--- config.mk ---
export PLATFORM = sky130hd
export DESIGN_NAME = io_irq_ctrl_flat
export DESIGN_NICKNAME = d
export VERILOG_FILES = /design/src/rtl/io_irq_ctrl_if.sv /design/src/rtl/io_irq_ctrl.sv /design/src/flat_wrapper.sv
export SDC_FILE = /design/constraint.sdc
export NUM_CORES = 1
export LEC_CHECK = 0
export ABC_AREA = 1
export BUFFER_PORTS_ARGS = -buffer_cell sky130_fd_sc_hd__buf_2
export CORE_ASPECT_RATIO = 0.75
export CORE_MARGIN = 8
export CORE_UTILIZATION = 42
export CTS_BUF_LIST = sky130_fd_sc_hd__clkbuf_16
export DETAILED_ROUTE_END_ITERATION = 10
export PLACE_DENSITY_LB_ADDON = 0.15
export SLEW_MARGIN = 10
export SYNTH_ARGS = -nofsm -noshare
export SYNTH_HDL_FRONTEND = slang
export SYNTH_SLANG_ARGS = --single-unit
export TNS_END_PERCENT = 30
--- constraint.sdc ---
create_clock -name clk -period 1.1 [get_ports clk]
set_input_delay 0.11 -clock clk [delete_from_list [all_inputs] [get_ports clk]]
set_output_delay 0.11 -clock clk [all_outputs]
set_load 0.05 [all_outputs]
--- src/rtl/io_irq_ctrl_if.sv ---
// rtl/io_irq_ctrl_if.sv - register, input-port and interrupt signal bundle for io_irq_ctrl
interface io_irq_ctrl_if #(
    parameter int DATA_W  = 8,
    parameter int N_PORTS = 4
);
    logic                      out_we;
    logic [2:0]                out_sel;
    logic [DATA_W-1:0]         out_data;
    logic [N_PORTS*DATA_W-1:0] reg_out;
    logic [N_PORTS*DATA_W-1:0] in_port;
    logic [2:0]                in_sel;
    logic [DATA_W-1:0]         in_data;
    logic [N_PORTS-1:0]        ie;
    logic                      mask_we;
    logic [N_PORTS-1:0]        mask_data;
    logic                      irq;
    logic [2:0]                irq_vec;
    logic                      irq_ack;
    logic                      irq_done;
    logic                      in_service;

    modport master (
        output out_we, out_sel, out_data, in_port, in_sel, ie,
               mask_we, mask_data, irq_ack, irq_done,
        input  reg_out, in_data, irq, irq_vec, in_service
    );

    modport slave (
        input  out_we, out_sel, out_data, in_port, in_sel, ie,
               mask_we, mask_data, irq_ack, irq_done,
        output reg_out, in_data, irq, irq_vec, in_service
    );
endinterface

--- src/rtl/io_irq_ctrl.sv ---
// rtl/io_irq_ctrl.sv - IO registers with edge-triggered, masked, priority interrupt controller (optional IO_IRQ_SYNC_EN)
module io_irq_ctrl #(
    parameter int DATA_W  = 8,
    parameter int N_PORTS = 4
) (
    input logic         clk,
    input logic         reset,
    io_irq_ctrl_if.slave bus
);
    typedef enum logic [1:0] {
        ST_IDLE    = 2'd0,
        ST_REQ     = 2'd1,
        ST_SERVICE = 2'd2
    } state_t;

    logic [N_PORTS-1:0][DATA_W-1:0] r_reg_out;
    logic [DATA_W-1:0]              w_in_data;
    logic [N_PORTS-1:0]             w_ie_s;
    logic [N_PORTS-1:0]             r_ie_q;
    logic [N_PORTS-1:0]             w_rise;
    logic [N_PORTS-1:0]             r_pending;
    logic [N_PORTS-1:0]             r_mask;
    logic [N_PORTS-1:0]             w_req;
    logic [N_PORTS-1:0]             w_clr;
    logic [2:0]                     w_low_idx;
    logic [2:0]                     r_irq_vec;
    state_t                         r_state;
    state_t                         w_next;
    logic                           w_irq;
    logic                           w_in_service;

    // Output registers: addressed write; indices with no register are dropped
    always_ff @(posedge clk or negedge reset) begin
        if (!reset) begin
            r_reg_out <= '0;
        end else if (bus.out_we) begin
            for (int i = 0; i < N_PORTS; i++) begin
                if (bus.out_sel == 3'(i)) begin
                    r_reg_out[i] <= bus.out_data;
                end
            end
        end
    end

    assign bus.reg_out = r_reg_out;

    // Input port read mux; out-of-range index reads as zero
    always_comb begin
        w_in_data = '0;
        for (int i = 0; i < N_PORTS; i++) begin
            if (bus.in_sel == 3'(i)) begin
                w_in_data = bus.in_port[i*DATA_W +: DATA_W];
            end
        end
    end

    assign bus.in_data = w_in_data;

`ifdef IO_IRQ_SYNC_EN
    logic [N_PORTS-1:0] r_sync1;
    logic [N_PORTS-1:0] r_sync2;

    // Two-flop synchroniser for asynchronous interrupt lines
    always_ff @(posedge clk or negedge reset) begin
        if (!reset) begin
            r_sync1 <= '0;
            r_sync2 <= '0;
        end else begin
            r_sync1 <= bus.ie;
            r_sync2 <= r_sync1;
        end
    end

    assign w_ie_s = r_sync2;
`else
    assign w_ie_s = bus.ie;
`endif

    // Previous-sample register; cleared by reset so a line held high produces an edge after release
    always_ff @(posedge clk or negedge reset) begin
        if (!reset) begin
            r_ie_q <= '0;
        end else begin
            r_ie_q <= w_ie_s;
        end
    end

    assign w_rise = w_ie_s & ~r_ie_q;

    // Acknowledge clears only the committed vector's pending bit
    always_comb begin
        w_clr = '0;
        for (int i = 0; i < N_PORTS; i++) begin
            if ((r_state == ST_REQ) && bus.irq_ack && (r_irq_vec == 3'(i))) begin
                w_clr[i] = 1'b1;
            end
        end
    end

    // Pending bits: a new edge outranks a same-cycle acknowledge
    always_ff @(posedge clk or negedge reset) begin
        if (!reset) begin
            r_pending <= '0;
        end else begin
            r_pending <= (r_pending & ~w_clr) | w_rise;
        end
    end

    // Mask register; it gates arbitration only
    always_ff @(posedge clk or negedge reset) begin
        if (!reset) begin
            r_mask <= '0;
        end else if (bus.mask_we) begin
            r_mask <= bus.mask_data;
        end
    end

    assign w_req = r_pending & r_mask;

    // Fixed priority: lowest enabled pending index wins
    always_comb begin
        w_low_idx = 3'd0;
        for (int i = N_PORTS - 1; i >= 0; i--) begin
            if (w_req[i]) begin
                w_low_idx = 3'(i);
            end
        end
    end

    // Vector is captured on leaving IDLE and held through REQ and SERVICE
    always_ff @(posedge clk or negedge reset) begin
        if (!reset) begin
            r_irq_vec <= 3'd0;
        end else if ((r_state == ST_IDLE) && (w_req != '0)) begin
            r_irq_vec <= w_low_idx;
        end
    end

    // FSM state register
    always_ff @(posedge clk or negedge reset) begin
        if (!reset) begin
            r_state <= ST_IDLE;
        end else begin
            r_state <= w_next;
        end
    end

    // FSM next state and outputs; stray ack/done in other states fall through to hold
    always_comb begin
        w_next       = r_state;
        w_irq        = 1'b0;
        w_in_service = 1'b0;
        case (r_state)
            ST_IDLE: begin
                if (w_req != '0) begin
                    w_next = ST_REQ;
                end
            end
            ST_REQ: begin
                w_irq = 1'b1;
                if (bus.irq_ack) begin
                    w_next = ST_SERVICE;
                end
            end
            ST_SERVICE: begin
                w_in_service = 1'b1;
                if (bus.irq_done) begin
                    w_next = ST_IDLE;
                end
            end
            default: begin
                w_next = ST_IDLE;
            end
        endcase
    end

    assign bus.irq        = w_irq;
    assign bus.irq_vec    = r_irq_vec;
    assign bus.in_service = w_in_service;
endmodule
--- src/flat_wrapper.sv ---
// flat-port wrapper written by rule: the top's interface ports become plain ports
module io_irq_ctrl_flat 
#(
    parameter int DATA_W  = 8,
    parameter int N_PORTS = 4
)
  (clk, reset, bus_out_we, bus_out_sel, bus_out_data, bus_in_port, bus_in_sel, bus_ie, bus_mask_we, bus_mask_data, bus_irq_ack, bus_irq_done, bus_reg_out, bus_in_data, bus_irq, bus_irq_vec, bus_in_service);
  io_irq_ctrl_if #(.DATA_W(DATA_W), .N_PORTS(N_PORTS)) bus_i ();
  input logic clk;
  input logic reset;
  input wire logic [$bits(bus_i.out_we)-1:0] bus_out_we;
  input wire logic [$bits(bus_i.out_sel)-1:0] bus_out_sel;
  input wire logic [$bits(bus_i.out_data)-1:0] bus_out_data;
  input wire logic [$bits(bus_i.in_port)-1:0] bus_in_port;
  input wire logic [$bits(bus_i.in_sel)-1:0] bus_in_sel;
  input wire logic [$bits(bus_i.ie)-1:0] bus_ie;
  input wire logic [$bits(bus_i.mask_we)-1:0] bus_mask_we;
  input wire logic [$bits(bus_i.mask_data)-1:0] bus_mask_data;
  input wire logic [$bits(bus_i.irq_ack)-1:0] bus_irq_ack;
  input wire logic [$bits(bus_i.irq_done)-1:0] bus_irq_done;
  output wire logic [$bits(bus_i.reg_out)-1:0] bus_reg_out;
  output wire logic [$bits(bus_i.in_data)-1:0] bus_in_data;
  output wire logic [$bits(bus_i.irq)-1:0] bus_irq;
  output wire logic [$bits(bus_i.irq_vec)-1:0] bus_irq_vec;
  output wire logic [$bits(bus_i.in_service)-1:0] bus_in_service;
  assign bus_i.out_we = bus_out_we;
  assign bus_i.out_sel = bus_out_sel;
  assign bus_i.out_data = bus_out_data;
  assign bus_i.in_port = bus_in_port;
  assign bus_i.in_sel = bus_in_sel;
  assign bus_i.ie = bus_ie;
  assign bus_i.mask_we = bus_mask_we;
  assign bus_i.mask_data = bus_mask_data;
  assign bus_i.irq_ack = bus_irq_ack;
  assign bus_i.irq_done = bus_irq_done;
  assign bus_reg_out = bus_i.reg_out;
  assign bus_in_data = bus_i.in_data;
  assign bus_irq = bus_i.irq;
  assign bus_irq_vec = bus_i.irq_vec;
  assign bus_in_service = bus_i.in_service;
  io_irq_ctrl #(.DATA_W(DATA_W), .N_PORTS(N_PORTS)) u_core (.clk(clk), .reset(reset), .bus(bus_i));
endmodule
==> impl_metrics.tcl, run 1 <==
set metrics [dict create \
    crit_family "flip-flops" \
    synthToLayoutAreaGrowth_pct 39.5 \
    gp_congestion 0.808 \
    cts_tree "done" \
    detailed_place_hpwl_mm 4.59 \
    fin_nets 407 \
    instances_no_fill 423 \
    htreeDepth 2 \
    power_density_nw_per_um2 2040 \
    worstSetupStartpointType "register" \
    cts_buffers 5 \
    p_seq_share_pct 36.1 \
    final_area_um2 3200 \
    route.detailed.drc 0 \
    maxSlewViolCount 0 \
    cp_common_cell "inv_2" \
    crit_path_end_kind "output port" \
    max_stage_delay_ns 0.39 \
    vias_per_cell 4.57 \
    vias 1932 \
    synth_area_leader_cell "dfrtp_1" \
    fin_crit_sh_pct 104 \
    cap_violations 0 \
    hold_violations 0 \
    crit_path_cell_trace "inv_2 -> nand2_2 -> inv_2 -> buf_8" \
    clock-sinks 48 \
    pwr-share-clk_pct 21.8 \
    start_util_pct 43.1 \
    cp_max_fo 4 \
    io_buffer_count 103 \
    yosysSeqAreaShare_pct 52.3 \
    worst-setup-path-type "register to output port" \
    synthFlopType "dfrtp_1" \
    io_pins 105 \
    violations "negative setup slack" \
    cts_setup_buffers 0 \
    grt_start_max_net_pins 49 \
    placedCellCount 410 \
    yosys.cell_types.count 25 \
    netlist_top_cells_count "nand2_1 (70), dfrtp_1 (48), o21ai_2 (32), inv_1 (19), o21ai_0 (9)" \
    placed_area_um2 2890 \
    synth-seq-cells 48 \
    grt_pass1_wl_mm 9.40 \
    cts_buffer_depth 2 \
    fp.dieH_um 80.1 \
    status "finished, violations left" \
    postRouteWirelength_mm 6.01 \
    antenna_found_initial 0 \
    synth_area_um2 2300 \
    skew_ns 0.00307 \
    fmaxAchievable_ghz 0.872 \
    die_area_um2 8120 \
    first_global_vias 1890 \
    drtAntennaViolNets 0 \
    p_sw_w 0.00273 \
    p_total_w 0.00655 \
    grt-ovfl-total 0 \
    rsz0062_at_grt "yes" \
    hold_class "input port to register" \
    synth_most_common_cell "nand2_1" \
    p_leak_nw 1.64 \
    core_um2 5320 \
    swShare_pct 41.8 \
    clkSlewWorstSetupHoldPaths_ns 0.06 \
    crit_required_ns 0.99 \
    wl_per_cell_um 14.2 \
    placementRows 23 \
    crit_arrival_ns 1.04 \
    clock_latency_ns 0.28 \
    synth_edf_count 0 \
    synth_nets 292 \
    drive_above_1_share_pct 51.1 \
    slowest_stage "dfrtp_1" \
    synth_cells 232 \
    internal-power_w 0.00381 \
    ir_worst_vdd_uv 1180 \
    diodes 0 \
    final.setup.worst_slack_ns -0.0462 \
    postSynthAreaPerCell_um2 9.90 \
    layout_min_cycle_time_ns 1.15 \
    path_buf_inv 3 \
    power.share.combinational_pct 42.1 \
    drtIter0Drc 53 \
    synthArstFlopShare_pct 100 \
    setup_viol 4 \
    pre_cts_slack_ns -0.0708 \
    synthTopCellsByArea "dfrtp_1 (52%), o21ai_2 (12%), nand2_1 (11%)" \
    synthDominantCellAreaShare_pct 52.3 \
    drt-pass1-iter-count 4 \
    synth_warnings 0 \
    grt_usage_pct 14.5 \
    root_buffer "clkbuf_16" \
    die_w_um 101 \
]
-- power groups by stage --
stage	Clock [W]	Sequential, W	Combinational [W]
after floorplan	0	0.00324	0.000947
after global routing	0.00155	0.00241	0.00295
final	0.00143	0.00236	0.00276
after global placement	0	0.00237	0.00252
after CTS	0.00148	0.00236	0.00273
after detailed placement	0	0.00238	0.00255
-- repair_timing --
action,in CTS,in global routing
hold endpoints to repair,52,0
resized for setup,25,20
hold buffers,5,0
gates cloned,0,0
pin swaps,3,7
setup endpoints to repair,13,18
-- metal layers --
layer | vias to the layer above | global-route usage, % | share of wire (%)
met4 | 0 | 4.74 | 1.1
met2 | 66 | 21.8 | 44
met1 | 877 | 18.7 | 44
met3 | 7 | 5.61 | 10
met5 | - | 0 | 0
li1 | 982 | - | -
-- sequential cells by signal (all words and copies together), names as in the netlist --
name,cells
u_core.bus.irq_vec,2
u_core.r_pending,4
u_core.r_state,2
u_core.r_mask,4
u_core.bus.reg_out,32
u_core.r_ie_q,4
-- through the flow --
stage,hold WS [ns],util (%),setup TNS [ns]
2_1_floorplan,-0.186,-,-0.0222
3_3_place_gp,0.115,54.4,-0.143
3_5_place_dp,0.115,54.4,-0.405
4_1_cts,0.0190,59.2,-0.104
5_1_grt,0.0349,60.2,-0.491
6_report,0.0315,60.2,-0.101
-- cells by family after synthesis --
kind of cell	count (synthesis)	synth area share, %
and+or+nand+nor	107	24.0
other	1	0.163
muxes	4	1.96
DFF	48	52.3
buffers and inverters	28	6.59
AOI/OAI and AO/OA	44	15.0
-- cell usage in the layout (no fill, tap or decap), types with 2 or more instances in the layout --
cell type / n
dlygate4sd3_1: 5
o21ai_2: 32
nor2_1: 3
buf_2: 88
nand2_1: 69
buf_6: 10
nand2_2: 7
o21ai_1: 2
clkbuf_16: 5
inv_4: 2
nand4_1: 8
dfrtp_1: 47
mux2_2: 4
nor2_4: 3
buf_4: 7
nand3_4: 4
inv_1: 17
nand3_1: 7
inv_2: 5
buf_12: 2
o21ai_0: 7
-- worst reg2reg max path: stages, from the launching register on --
cell,delay [ns]
dfrtp_1,0.38
or2_2,0.30
o21bai_2,0.22
nand2_1,0.07
nand2_1,0.05
-- path summary, 6_finish.rpt --
path,startpoint,end,slack (ns),depth (start not counted)
setup / recovery,u_core.r_state[1],bus_irq,-0.05,4
setup reg to reg,u_core.r_state[0],u_core.bus.irq_vec[0],-0.02,4
hold reg to reg,u_core.r_ie_q[3],u_core.r_pending[3],0.42,1
min in group asynchronous,reset,u_core.bus.reg_out[21],0.34,3
hold / removal,bus_irq_ack,u_core.r_state[0],0.03,2
max in group asynchronous,reset,u_core.bus.irq_vec[1],0.52,3
-- cell type report --
| class | instances | area, µm² |
|---|---|---|
| Tap cell | 75 | 93.8 |
| Clock buffer | 5 | 125 |
| Fill cell | 477 | 2120 |
| Multi-Input combinational cell | 156 | 966 |
| Clock inverter | 3 | 15.0 |
| Inverter | 23 | 91.3 |
| Sequential cell | 48 | 1200 |
| Timing Repair Buffer | 113 | 711 |
Note: power is estimated with default switching activity, not from simulation.
==> inputs of run 2 (changes only) <==
--- a/config.mk
+++ b/config.mk
@@ -13,6 +13,7 @@
 export CTS_BUF_LIST = sky130_fd_sc_hd__clkbuf_16
 export DETAILED_ROUTE_END_ITERATION = 10
 export PLACE_DENSITY_LB_ADDON = 0.15
+export SETUP_SLACK_MARGIN = 0.02
 export SLEW_MARGIN = 10
 export SYNTH_ARGS = -nofsm -noshare
 export SYNTH_HDL_FRONTEND = slang
==> run 2 against run 1 <==
- final cell count rose by 0.71%
- die area did not move
- final area rose by 1.4%
- utilization rose by 0.85 points
- hold slack got worse by 0.026 ns
- combinational power rose by 8.0%
- routed wire length fell by 2.6%
- critical path depth did not move
- largest power group unchanged
- sequential cell count did not move
- the flow still finishes with violations (negative setup slack)
- fmax fell by 3.1%
- via count rose by 0.21%
- global-route usage fell by 0.23 points
==> impl_metrics.tcl, run 2 (synthesized netlist as in run 1, its figures left out) <==
set metrics [dict create \
    status "finished, violations left" \
    violations "negative setup slack" \
    clkSlewWorstSetupHoldPaths_ns 0.06 \
    fin_nets 410 \
    p_leak_nw 1.67 \
    drtIter0Drc 53 \
    setup_viol 4 \
    path_buf_inv 3 \
    crit_path_cell_trace "buf_6 -> nand2_2 -> inv_2 -> buf_8" \
    final_common_cell "buf_2" \
    fin_util_pct 61.0 \
    crit_arrival_ns 1.07 \
    fmaxAchievable_ghz 0.845 \
    placementRows 23 \
    final.setup.worst_slack_ns -0.0833 \
    rsz0062_at_grt "yes" \
    vias_per_cell 4.54 \
    clock-sinks 48 \
    diodes 0 \
    cts_buffers 5 \
    skew_ns 0.00438 \
    grt_start_max_net_pins 39 \
    cts_buffer_depth 2 \
    grt_usage_pct 14.3 \
    layout_common_cells "buf_2 (90), nand2_1 (69), dfrtp_1 (48)" \
    die_w_um 101 \
    first_global_vias 1965 \
    wl_per_cell_um 13.7 \
    grt_pass1_wl_mm 9.41 \
    fin_tns_setup_ns -0.273 \
    power_density_nw_per_um2 2090 \
    drt-pass1-iter-count 4 \
    slowest_stage "dfrtp_1" \
    cap_violations 0 \
    cp-startpoint "u_core.r_state[0]" \
    min_from "bus_irq_done" \
    core_um2 5320 \
    largest_reg_flops 32 \
    crit_path_end_kind "output port" \
    cts_tree "done" \
    antenna_found_initial 0 \
    crit_family "flip-flops" \
    die_area_um2 8120 \
    gp_congestion 0.839 \
    io_buffer_count 103 \
    route.detailed.drc 0 \
    grt-ovfl-total 0 \
    io_pins 105 \
    worstSetupStartpointType "register" \
    htreeDepth 2 \
    ir_worst_vdd_uv 1360 \
    postRouteWirelength_mm 5.85 \
    clock_latency_ns 0.28 \
    p_sw_w 0.00281 \
    pre_cts_slack_ns -0.0562 \
    vias 1936 \
    pwr-share-clk_pct 21.5 \
    detailed_place_hpwl_mm 4.58 \
    drtAntennaViolNets 0 \
    start_util_pct 43.1 \
    hold_class "input port to register" \
    p_seq_share_pct 34.5 \
    fin_crit_sh_pct 108 \
    whs_ns 0.00563 \
    swShare_pct 41.4 \
    maxSlewViolCount 0 \
    r2r-start "u_core.r_state[1]" \
    layout_min_cycle_time_ns 1.18 \
    internal-power_w 0.00397 \
    fp.dieH_um 80.1 \
    power.share.combinational_pct 43.9 \
    max_stage_delay_ns 0.40 \
    root_buffer "clkbuf_16" \
    synthToLayoutAreaGrowth_pct 41.4 \
    crit_required_ns 0.99 \
    cp_max_fo 3 \
    drive_above_1_share_pct 52.1 \
    hold_violations 0 \
    worst-setup-path-type "register to output port" \
    p_total_w 0.00678 \
]
-- run 2: repair_timing --
action | in CTS | in global routing
hold buffers | 5 | 0
pin swaps | 7 | 8
resized for setup | 29 | 13
cloned | 0 | 0
endpoints found under the setup margin | 15 | 18
hold endpoints to repair | 14 | 0
setup buffers | 3 | 1
-- run 2: path summary, 6_finish.rpt --
check,to,slack [ns],cells after the start
max,bus_irq,-0.08,4
min,u_core.r_state[1],0.006,2
max reg2reg,u_core.bus.irq_vec[0],-0.06,5
min reg2reg,u_core.r_pending[3],0.42,1
max in group asynchronous,u_core.bus.reg_out[31],0.40,3
min in group asynchronous,u_core.bus.reg_out[14],0.23,2
-- run 2: metal layers --
| layer | vias to the layer above | GRT usage [%] | routed length (µm) |
|---|---|---|---|
| met5 | - | 0 | 0 |
| met2 | 64 | 22.7 | 2650 |
| met4 | 0 | 2.22 | 19 |
| met3 | 2 | 4.49 | 483 |
| li1 | 998 | - | - |
| met1 | 872 | 18.9 | 2700 |
-- run 2: power by group through the flow --
| stage | combinational (W) | clock (W) | sequential, W |
|---|---|---|---|
| floorplan | 0.00100 | 0 | 0.00324 |
| global placement | 0.00255 | 0 | 0.00236 |
| detailed placement | 0.00258 | 0 | 0.00237 |
| CTS | 0.00290 | 0.00151 | 0.00234 |
| global route | 0.00321 | 0.00157 | 0.00239 |
| finish | 0.00298 | 0.00146 | 0.00234 |
-- run 2: cell type report --
cell class | instances | area (µm²)
Fill cell | 480 | 2070
Tap cell | 75 | 93.8
Clock buffer | 5 | 125
Multi-Input combinational cell | 156 | 981
Inverter | 23 | 91.3
Timing Repair Buffer | 116 | 739
Clock inverter | 3 | 17.5
Sequential cell | 48 | 1200
-- run 2: worst reg2reg max path, delay by kind of cell, from the launching register on --
kind / cells / cell delay (ns)
compound gates: 1 / 0.18
simple gates: 3 / 0.36
flops: 1 / 0.39
buf+inv: 1 / 0.13
-- run 2: stage by stage --
step	area [µm²]	std cells
2_1_floorplan	2310	232
3_3_place_gp	2900	409
3_5_place_dp	2900	409
4_1_cts	3200	425
5_1_grt	3250	426
6_report	3250	426
==> inputs of run 3 (changes only) <==
--- a/config.mk
+++ b/config.mk
@@ -10,7 +10,7 @@
 export CORE_ASPECT_RATIO = 0.75
 export CORE_MARGIN = 8
 export CORE_UTILIZATION = 42
-export CTS_BUF_LIST = sky130_fd_sc_hd__clkbuf_16
+export CTS_BUF_LIST = sky130_fd_sc_hd__clkbuf_4 sky130_fd_sc_hd__clkbuf_8 sky130_fd_sc_hd__clkbuf_16
 export DETAILED_ROUTE_END_ITERATION = 10
 export PLACE_DENSITY_LB_ADDON = 0.15
 export SETUP_SLACK_MARGIN = 0.02
==> constraint.sdc (replaced) <==
create_clock -name clk -period 1.1 [get_ports clk]
set_input_delay 0.11 -clock clk [delete_from_list [all_inputs] [get_ports clk]]
set_output_delay 0.11 -clock clk [all_outputs]
set_load 0.01 [all_outputs]
==> run 3 against run 2 <==
- the flow still finishes with violations (negative setup slack)
- utilization is 2.1 points lower
- hold slack better by 0.035 ns
- critical path type is now register to register
- setup slack better by 0.018 ns
- final area is 3.5% lower
- global-route usage is 0.49 points higher
- critical path depth is 1 higher
- highest routed layer unchanged
==> impl_metrics.tcl, run 3 (synthesized netlist as in run 1, its figures left out) <==
set metrics [dict create \
    grt-ovfl-total 0 \
    cts_buffer_depth 2 \
    grt_pass1_wl_mm 9.60 \
    r2r-start "u_core.r_state[0]" \
    placed_area_um2 2900 \
    io_pins 105 \
    hold_depth 2 \
    rr_worst_depth 5 \
    fin_crit_sh_pct 106 \
    start_util_pct 43.1 \
    root_buffer "clkbuf_8" \
    violations "negative setup slack" \
    route.detailed.drc 0 \
    synthToLayoutAreaGrowth_pct 36.5 \
    clkSlewWorstSetupHoldPaths_ns 0.09 \
    postRouteWirelength_mm 5.91 \
    htreeDepth 2 \
    critPathCapture "u_core.bus.irq_vec[0]" \
    layout_min_cycle_time_ns 1.16 \
    cts_tree "done" \
    drive_above_1_share_pct 51.3 \
    layout_common_cells "buf_2 (101), nand2_1 (69), dfrtp_1 (48)" \
    final_area_um2 3140 \
    worst_r2r_endpoint "u_core.bus.irq_vec[0]" \
    vias 1972 \
    clock-sinks 48 \
    antenna_found_initial 0 \
    setup_viol 5 \
    worst-setup-path-type "register to register" \
    crit_required_ns 1.29 \
    status "finished, violations left" \
    skew_ns 0.00717 \
    worstSetupStartpointType "register" \
    grt_start_max_net_pins 49 \
    gp_congestion 0.811 \
    hold_violations 0 \
    clock_latency_ns 0.29 \
    cts_buffers 5 \
    io_buffer_count 103 \
    p_leak_nw 1.63 \
    cp-startpoint "u_core.r_state[0]" \
    first_global_vias 1997 \
    fin_tns_setup_ns -0.213 \
    grt_usage_pct 14.8 \
    fin_nets 409 \
    final.setup.worst_slack_ns -0.0650 \
    die_area_um2 8120 \
    maxSlewViolCount 0 \
    vias_per_cell 4.65 \
    power_density_nw_per_um2 1790 \
    placementRows 23 \
    cap_violations 0 \
    fmaxAchievable_ghz 0.858 \
    wl_per_cell_um 13.9 \
    die_w_um 101 \
    fp.dieH_um 80.1 \
    crit_arrival_ns 1.36 \
    r2r_slack_ns -0.06 \
    diodes 0 \
    crit_path_end_kind "register" \
    detailed_place_hpwl_mm 4.50 \
    largest_reg_flops 32 \
    ir_worst_vdd_uv 762 \
    drt-pass1-iter-count 4 \
    hold_class "input port to register" \
    p_total_w 0.00560 \
    cp_max_fo 3 \
    rsz0062_at_grt "yes" \
    drtAntennaViolNets 0 \
    drtIter0Drc 78 \
    core_um2 5320 \
    final_common_cell "buf_2" \
    whs_ns 0.0410 \
]
## run 3: power breakdown
group	switching, W	leakage [nW]	internal [W]
sequential	0.000235	0.584	0.00212
clock	0.000556	0.0642	0.000894
combinational	0.000963	0.986	0.000838
## run 3: timing repair
action                                  in CTS  in global routing
pin swaps                                    1                  4
endpoints found under the setup margin       5                 17
hold endpoints to repair                    53                  0
hold buffers                                 6                  0
gates resized for setup                      4                 12
cloned                                       0                  0
buffers inserted                             2                  0
## run 3: metrics by stage
step / setup slack [ns] / std cells / util, %
after floorplan: 0.0748 / 232 / -
final: -0.0650 / 424 / 58.9
after global routing: -0.133 / 424 / 58.9
after detailed placement: 0.0199 / 409 / 54.4
after CTS: -0.0698 / 424 / 58.4
after global placement: 0.0640 / 409 / 54.4
## run 3: how the worst min path moves through the flow
stage                      startpoint                endpoint
final                     bus_irq_ack       u_core.r_state[0]
after global routing      bus_irq_ack       u_core.r_state[0]
after CTS                 bus_irq_ack       u_core.r_state[0]
after detailed placement        reset  u_core.bus.reg_out[16]
after global placement          reset  u_core.bus.reg_out[21]
after floorplan                 reset   u_core.bus.irq_vec[0]
## run 3: worst max-delay path, stage by stage, from the launching register on
cell and delay [ns]:
dfrtp_1 0.41, buf_6 0.13, or2_4 0.23, o21bai_4 0.19, nand2_1 0.06, nand2_1 0.05
## run 3: cell type report
| class | instances | area [µm²] |
|---|---|---|
| Multi-Input combinational cell | 156 | 975 |
| Sequential cell | 48 | 1200 |
| Timing Repair Buffer | 115 | 649 |
| Fill cell | 493 | 2190 |
| Tap cell | 75 | 93.8 |
| Inverter | 23 | 88.8 |
| Clock buffer | 5 | 68.8 |
| Clock inverter | 2 | 60.1 |
## run 3: routing by layer
metal  part of all wire (%)  global-route usage [%]  routed length (µm)
met4                    1.1                    4.74                  64
met3                    9.4                    5.27                 556
met1                     43                    17.5                2540
met2                     46                    24.4                2740
met5                      0                       0                   0
